`src/rtl/delay_sched.sv`:
```
// Shared delay timer: NREQ requesters contend for one down-counter; the winner gets a one-cycle done pulse after its delay.
// Latency: grant 1 cycle after the IDLE sample, done D+2 cycles after it; requests are level-held (req is the backpressure) and losers wait.
// Build option DELAY_SCHED_FIXED_PRIO_EN: fixed lowest-index priority instead of round-robin.
module delay_sched #(
    parameter int NREQ    = 4,
    parameter int CBITS   = 14,
    parameter int MAX_DLY = 15000
) (
    input  logic                  clk,
    input  logic                  rst,
    input  logic [NREQ-1:0]       req,
    input  logic [NREQ*CBITS-1:0] dly,
    output logic [NREQ-1:0]       gnt,
    output logic [NREQ-1:0]       done,
    output logic                  busy,
    output logic                  err
);

    typedef enum logic [1:0] {IDLE, COUNT, DONE} state_t;

    localparam int PW = (NREQ > 1) ? $clog2(NREQ) : 1;
    localparam logic [CBITS-1:0] MAXC = CBITS'(MAX_DLY);

    state_t            state;
    logic [CBITS-1:0]  cnt;
    logic [PW-1:0]     ptr;
    logic [PW-1:0]     owner;
    logic [PW-1:0]     win;
    logic [PW-1:0]     ptr_nxt;
    logic [CBITS-1:0]  win_dly;
    logic [CBITS-1:0]  load;

    // Scan downward so the last hit is the first requester at or above ptr.
    always_comb begin
        win = '0;
        for (int i = NREQ - 1; i >= 0; i--) begin
            int idx;
            idx = int'(ptr) + i;
            if (idx >= NREQ) idx = idx - NREQ;
            if (req[idx]) win = PW'(idx);
        end
    end

    assign win_dly = dly[int'(win)*CBITS +: CBITS];
    assign load    = (win_dly > MAXC) ? MAXC : win_dly;

`ifdef DELAY_SCHED_FIXED_PRIO_EN
    assign ptr_nxt = '0;
`else
    assign ptr_nxt = (owner == PW'(NREQ - 1)) ? '0 : owner + PW'(1);
`endif

    always_ff @(posedge clk or negedge rst) begin
        if (!rst) begin
            state <= IDLE;
            cnt   <= '0;
            ptr   <= '0;
            owner <= '0;
            gnt   <= '0;
            done  <= '0;
            busy  <= 1'b0;
            err   <= 1'b0;
        end else begin
            err <= (cnt > MAXC) || !$onehot0(gnt) || !$onehot0(done) ||
                   ((gnt != '0) && (state != COUNT)) ||
                   (busy != ((state == COUNT) || (state == DONE)));
            case (state)
                IDLE: begin
                    if (req != '0) begin
                        state    <= COUNT;
                        owner    <= win;
                        gnt      <= '0;
                        gnt[win] <= 1'b1;
                        busy     <= 1'b1;
                        cnt      <= load;
                    end
                end
                COUNT: begin
                    // An abandon wins over expiry in the same cycle.
                    if (!req[owner]) begin
                        state <= IDLE;
                        gnt   <= '0;
                        busy  <= 1'b0;
                        cnt   <= '0;
                        ptr   <= ptr_nxt;
                    end else if (cnt == '0) begin
                        state       <= DONE;
                        done[owner] <= 1'b1;
                        gnt         <= '0;
                    end else begin
                        cnt <= cnt - CBITS'(1);
                    end
                end
                DONE: begin
                    state <= IDLE;
                    done  <= '0;
                    busy  <= 1'b0;
                    ptr   <= ptr_nxt;
                end
                default: begin
                    state <= IDLE;
                    gnt   <= '0;
                    done  <= '0;
                    busy  <= 1'b0;
                end
            endcase
        end
    end

endmodule

```
`config.mk`:
```
export PLATFORM = sky130hd
export DESIGN_NAME = delay_sched
export DESIGN_NICKNAME = d
export VERILOG_FILES = /design/src/rtl/delay_sched.sv
export SDC_FILE = /design/constraint.sdc
export NUM_CORES = 1
export LEC_CHECK = 0
export BUFFER_PORTS_ARGS = -buffer_cell sky130_fd_sc_hd__buf_4
export CELL_PAD_IN_SITES_DETAIL_PLACEMENT = 1
export CELL_PAD_IN_SITES_GLOBAL_PLACEMENT = 2
export CORE_ASPECT_RATIO = 0.75
export CORE_MARGIN = 3
export CORE_UTILIZATION = 28
export CTS_BUF_LIST = sky130_fd_sc_hd__clkbuf_2 sky130_fd_sc_hd__clkbuf_4 sky130_fd_sc_hd__clkbuf_8
export DETAILED_ROUTE_END_ITERATION = 8
export GPL_TIMING_DRIVEN = 0
export MAX_ROUTING_LAYER = met4
export PLACE_DENSITY_LB_ADDON = 0.2
export SYNTH_ARGS = -nofsm -noshare
export SYNTH_HDL_FRONTEND = slang
export SYNTH_SLANG_ARGS = --single-unit
```
`constraint.sdc`:
```
create_clock -name clk -period 2.6 [get_ports clk]
set_input_delay 0.13 -clock clk [delete_from_list [all_inputs] [get_ports clk]]
set_output_delay 0.13 -clock clk [all_outputs]
set_load 0.03 [all_outputs]
```
Yosys cells after proc, flatten, opt, wreduce, memory -nomap -nowiden
Cells that the tools add are included.
{"block": "totals", "reg_bits": 30, "output_inout_bits": 10}
{"block": "op_classes", "addsub": 15, "mul": 1, "n_lt_le_gt_ge": 16, "eq_ne": 11, "n_shift": 1, "muxes": 48, "bitwise_logic": 3, "reduce_logical": 23}
{"cell": "32-bit by 4-bit < comparator with 1-bit output (second input constant)", "count": 4}
{"cell": "32-bit two-way mux", "count": 4}
{"cell": "14-bit two-way mux", "count": 4}
{"cell": "56-bit by 7-bit variable part select with 14-bit output", "count": 1}
{"cell": "14-bit > comparator (second input constant)", "count": 2}
{"cell": "14-bit one-hot mux with 2 select lines", "count": 1}
{"cell": "4-bit two-way mux", "count": 5}
{"cell": "2-bit two-way mux", "count": 9}
{"cell": "14-bit logical NOT", "count": 1}
{"cell": "14-bit by 1-bit subtractor with 14-bit output (second input constant)", "count": 1}
{"cell": "1-bit two-way mux", "count": 13}
{"cell": "4-bit one-hot mux with 3 select lines", "count": 1}
{"cell": "3-bit by 3-bit subtractor with 4-bit output (second input constant)", "count": 3}
{"cell": "1-bit binary-select mux with 2-bit select", "count": 5}
{"cell": "3-bit greater-or-equal comparator (second input constant)", "count": 3}
{"cell": "3-bit AND reduction", "count": 3}
{"cell": "1-bit by 1-bit adder with 2-bit output", "count": 4}
{"cell": "2-bit one-hot mux with 2 select lines", "count": 2}
{"cell": "4-bit one-hot mux with 2 select lines", "count": 1}
{"cell": "2-bit AND reduction", "count": 4}
{"cell": "4-bit nonzero test", "count": 2}
{"cell": "2-bit by 2-bit adder with 3-bit output", "count": 2}
{"cell": "2-bit by 2-bit adder with 3-bit output (second input constant)", "count": 2}
{"cell": "3-bit by 1-bit <= comparator with 1-bit output (second input constant)", "count": 2}
{"cell": "23 further kinds", "count": 39}

Longest topological paths before layout
{"block": "logic_depth", "ltp_word": 16, "ltp_mapped": 11}

Least setup slack after synthesis
No wires, ideal clock.
{"block": "synth_timing", "path_type": "register to register", "start": "reg ptr[1]", "end": "reg cnt[0]", "setup_ns": 0.093, "arrival_ns": 2.800, "setup_slack_ns": -0.293, "stages_incl_launch_ff": 11, "n_path_buf": 1, "cell_sequence": "dfrtp_1 mux2i_1 nor2_1 a311oi_4 buf_6 mux2i_1 mux2i_1 nand4b_1 or4_1 o311a_2 o31ai_2"}
{"block": "synth_between", "elab_chain_cells": 16}
{"element": "from (decl)", "line_no": "26", "source": "logic [PW-1:0] ptr;"}
{"element": "from (signal assigned)", "line_no": "85", "source": "ptr <= ptr_nxt;"}
{"element": "from (signal assigned)", "line_no": "98", "source": "ptr <= ptr_nxt;"}
{"element": "2-bit by 2-bit adder with 3-bit output", "line_no": "38", "source": "idx = int'(ptr) + i;"}
{"element": "3-bit by 3-bit subtractor with 4-bit output or 3-bit greater-or-equal comparator (tied branches)", "line_no": "39", "source": "if (idx >= NREQ) idx = idx - NREQ;"}
{"element": "32-bit two-way mux", "line_no": "39"}
{"element": "1-bit binary-select mux with 2-bit select", "line_no": "40", "source": "if (req[idx]) win = PW'(idx);"}
{"element": "1-bit two-way mux (not written as such) (2 in a row)", "line_no": "40"}
{"element": "2-bit two-way mux (3 in a row)", "line_no": "40"}
{"element": "2-bit two-way mux (*)", "line_no": "40"}
{"element": "2-bit by 3-bit multiplier with 5-bit output (*)", "line_no": "44", "source": "assign win_dly = dly[int'(win)*CBITS +: CBITS];"}
{"element": "56-bit by 7-bit variable part select with 14-bit output (*)", "line_no": "44"}
{"element": "14-bit > comparator", "line_no": "45", "source": "assign load = (win_dly > MAXC) ? MAXC : win_dly;"}
{"element": "14-bit two-way mux (*)", "line_no": "45"}
{"element": "14-bit two-way mux (*)", "line_no": "69", "source": "if (req != '0) begin"}
{"element": "14-bit one-hot mux with 2 select lines (*)", "line_no": "67", "source": "case (state)"}
{"element": "to (signal assigned)", "line_no": "75", "source": "cnt <= load;"}
{"element": "to (signal assigned)", "line_no": "91", "source": "cnt <= cnt - CBITS'(1);"}
{"element": "to (decl)", "line_no": "25", "source": "logic [CBITS-1:0] cnt;"}
Every way passes the cells marked *; elsewhere a longest branch is shown, timed or not. The select of a mux whose other input is x is not followed.
A chain may end at the register's enable or synchronous reset.

Worst setup path after layout
{"block": "layout_timing", "start": "reg ptr[1]", "end": "reg cnt[6]"}
The elaborated chain is that of the path after synthesis.

==> results_dict.tcl <==
set metrics [dict create \
    netlist-cell-type-count 49 \
    dp_slack_ns -0.902 \
    hold_viol 0 \
    start_util_pct 30.0 \
    avgRoutedWirePerCell_um 17.7 \
    yosysTopAreaCell "dfrtp_1" \
    grt_overflow 0 \
    grt_pass1_wl_um 13500 \
    place_congestion 0.835 \
    dr.pass1.iters 4 \
    port_buffers 71 \
    post-route-drc-count 0 \
    synth.ff_latch_count 30 \
    ys_seq_area_share_pct 30.4 \
    fin_ws_ns -0.290 \
    drv_cap 0 \
    ys_warn_count 0 \
    cts_buffers 5 \
    first_global_vias 2630 \
    tightestPinTransition_ns 0.739 \
    cts_max_path_buffers 2 \
    antenna_found_initial 0 \
    crit_type "flop to flop" \
    die_w_um 114 \
    synthFlopType "dfrtp_1" \
    vdd_drop_max_uv 495 \
    synth-edff-count 0 \
    die_h_um 87.3 \
    yosysMostFrequentCell "o21ai_0" \
    status "complete, but fails checks" \
    arrival_ns 3.08 \
    grt_max_degree 31 \
    place_area_um2 3150 \
    cp-startpoint "ptr[1]" \
    cp-start-kind "flop" \
    cts_tree "done" \
    fin_nets 459 \
    synth.area.top_cells "dfrtp_1, mux2i_1, mux2_2" \
    synth.net_count 352 \
    synthCells 279 \
    dpl.hpwl_um 6200 \
    htree_levels 2 \
    utilization_pct 45.4 \
    required_ns 2.79 \
    min_period_ns 2.89 \
    coreArea_um2 8230 \
    diodes 0 \
    violations "setup timing" \
    synth_top_area_share_pct 30.4 \
    cp_max_fo 7 \
    synth_area_um2 2470 \
    skew_ns 0.00869 \
    ant_nets 0 \
    layout-drive-gt1-share_pct 43.9 \
    final_cell_area_um2 3740 \
    clk_latency_ns 0.29 \
    fin_crit_sh_pct 111 \
    cellPowerDensity_nw_per_um2 1160 \
    rsz0062_at_grt "yes" \
    totalWireLength_um 8730 \
    max_freq_mhz 346 \
    viasPerCell 5.22 \
    leakagePower_nw 1.68 \
    clkTransAtPathRegs_ns 0.07 \
    track_usage_pct 17.7 \
    area_growth_pct 51.5 \
    clkSinkCount 30 \
    r2r_start "ptr[1]" \
    cts_root_buffer "clkbuf_8" \
    ioPinCount 72 \
    fp-row-count 28 \
    slew_violations 0 \
    dr.first_iter.drc_count 115 \
    setup_viol 11 \
    synth_common_cells "o21ai_0, dfrtp_1, mux2i_1, a21oi_1, nand2_1" \
    dr_total_vias 2568 \
    die_area_um2 9980 \
    hp-class "primary input to async pin" \
    syn_avg_cell_area_um2 8.84 \
    async_flop_share_pct 100 \
    worstSetupEndpointType "flop" \
    relSlewSlack_pct 50.2 \
]
-- power breakdown --
part	leakage (nW)	total (mW)	switching [mW]	internal, mW
Clock	0.0575	0.464	0.196	0.268
Combinational	1.24	2.95	1.59	1.35
Sequential	0.377	0.931	0.243	0.688
-- sequential cells by signal, summed over array words and instances (netlist names) --
name	cells
owner	2
ptr	2
done	4
busy	1
err	1
gnt	4
cnt	14
state	2
-- area by class of cell --
class / count / area, um^2
fill: 966 / 4500
multi-input combinational: 222 / 1820
timing repair buffer: 100 / 777
sequential: 30 / 752
tap: 105 / 131
clock buffer: 8 / 110
buffer: 10 / 78.8
inverter: 17 / 63.8
-- worst paths after layout --
| kind | endpoint | slack, ns | depth (start not counted) |
|---|---|---|---|
| setup / recovery | cnt[6] | -0.29 | 11 |
| hold / removal | cnt[11] | 0.32 | 2 |
| setup reg to reg | cnt[6] | -0.29 | 11 |
| hold reg to reg | done[3] | 0.53 | 2 |
| max in group asynchronous | ptr[1] | 1.95 | 2 |
| min in group clk | cnt[1] | 0.34 | 4 |
-- worst max-delay path, cell delays in order, from the launching register on --
cell and delay, ns:
dfrtp_2 0.43, mux2i_1 0.15, nor2_1 0.08, a311oi_4 0.27
buf_6 0.18, buf_6 0.13, mux2i_1 0.07, mux2_4 0.28
or2_1 0.25, or4_4 0.51, o311a_4 0.19, o31ai_2 0.28
-- per-stage QoR --
step,power (mW),setup TNS [ns],hold slack [ns],instances
2_1_floorplan,2.55,-1.17,-0.166,279
3_3_place_gp,3.24,-15.87,0.101,455
3_5_place_dp,3.27,-15.66,0.104,455
4_1_cts,4.03,-2.10,0.278,474
5_1_grt,4.70,-4.36,0.354,492
6_report,4.34,-2.04,0.320,492
-- kinds of logic after synthesis --
kind of cell	share of synthesized area (%)
AOI/OAI and AO/OA	22.0
xor gates and xnor gates	0.355
adders and majority gates	6.19
buffers and inverters	4.62
DFF	30.4
muxes	19.1
and+or+nand+nor	17.3
-- metal layers --
metal  GRT usage [%]  share of wire (%)  vias up  wire length [um]
li1                -                  -     1240                 -
met4            4.31               0.57        0                50
met2            26.0                 43       77              3780
met3            2.85                5.4        5               475
met5               -                  0        -                 0
met1            25.4                 51     1246              4430
-- timing repair --
action | CTS | global route
cloned | 1 | 0
setup endpoints to repair | 24 | 19
resized for setup | 42 | 22
hold buffers | 1 | 0
pin swaps | 7 | 12
setup buffers | 9 | 18
endpoints found under the hold margin | 30 | 0
-- cells in the final DEF, fill, tap and decap left out, drive strengths merged, types with 2 or more instances in the layout --
master / count
buf: 102
o21ai: 32
dfrtp: 30
mux2i: 28
a21oi: 23
nand2: 21
nor2: 18
inv: 17
clkbuf: 15
mux2: 15
ha: 9
nor3: 8
o31ai: 7
or3: 6
nand3: 5
nand2b: 4
a22o: 4
or2: 4
nand4b: 3
and3: 3
nor4: 3
nand4: 2
o32ai: 2
nor3b: 2
a21boi: 2
fa: 2
and2: 2
No activity file was read; power rests on OpenSTA's default activity.
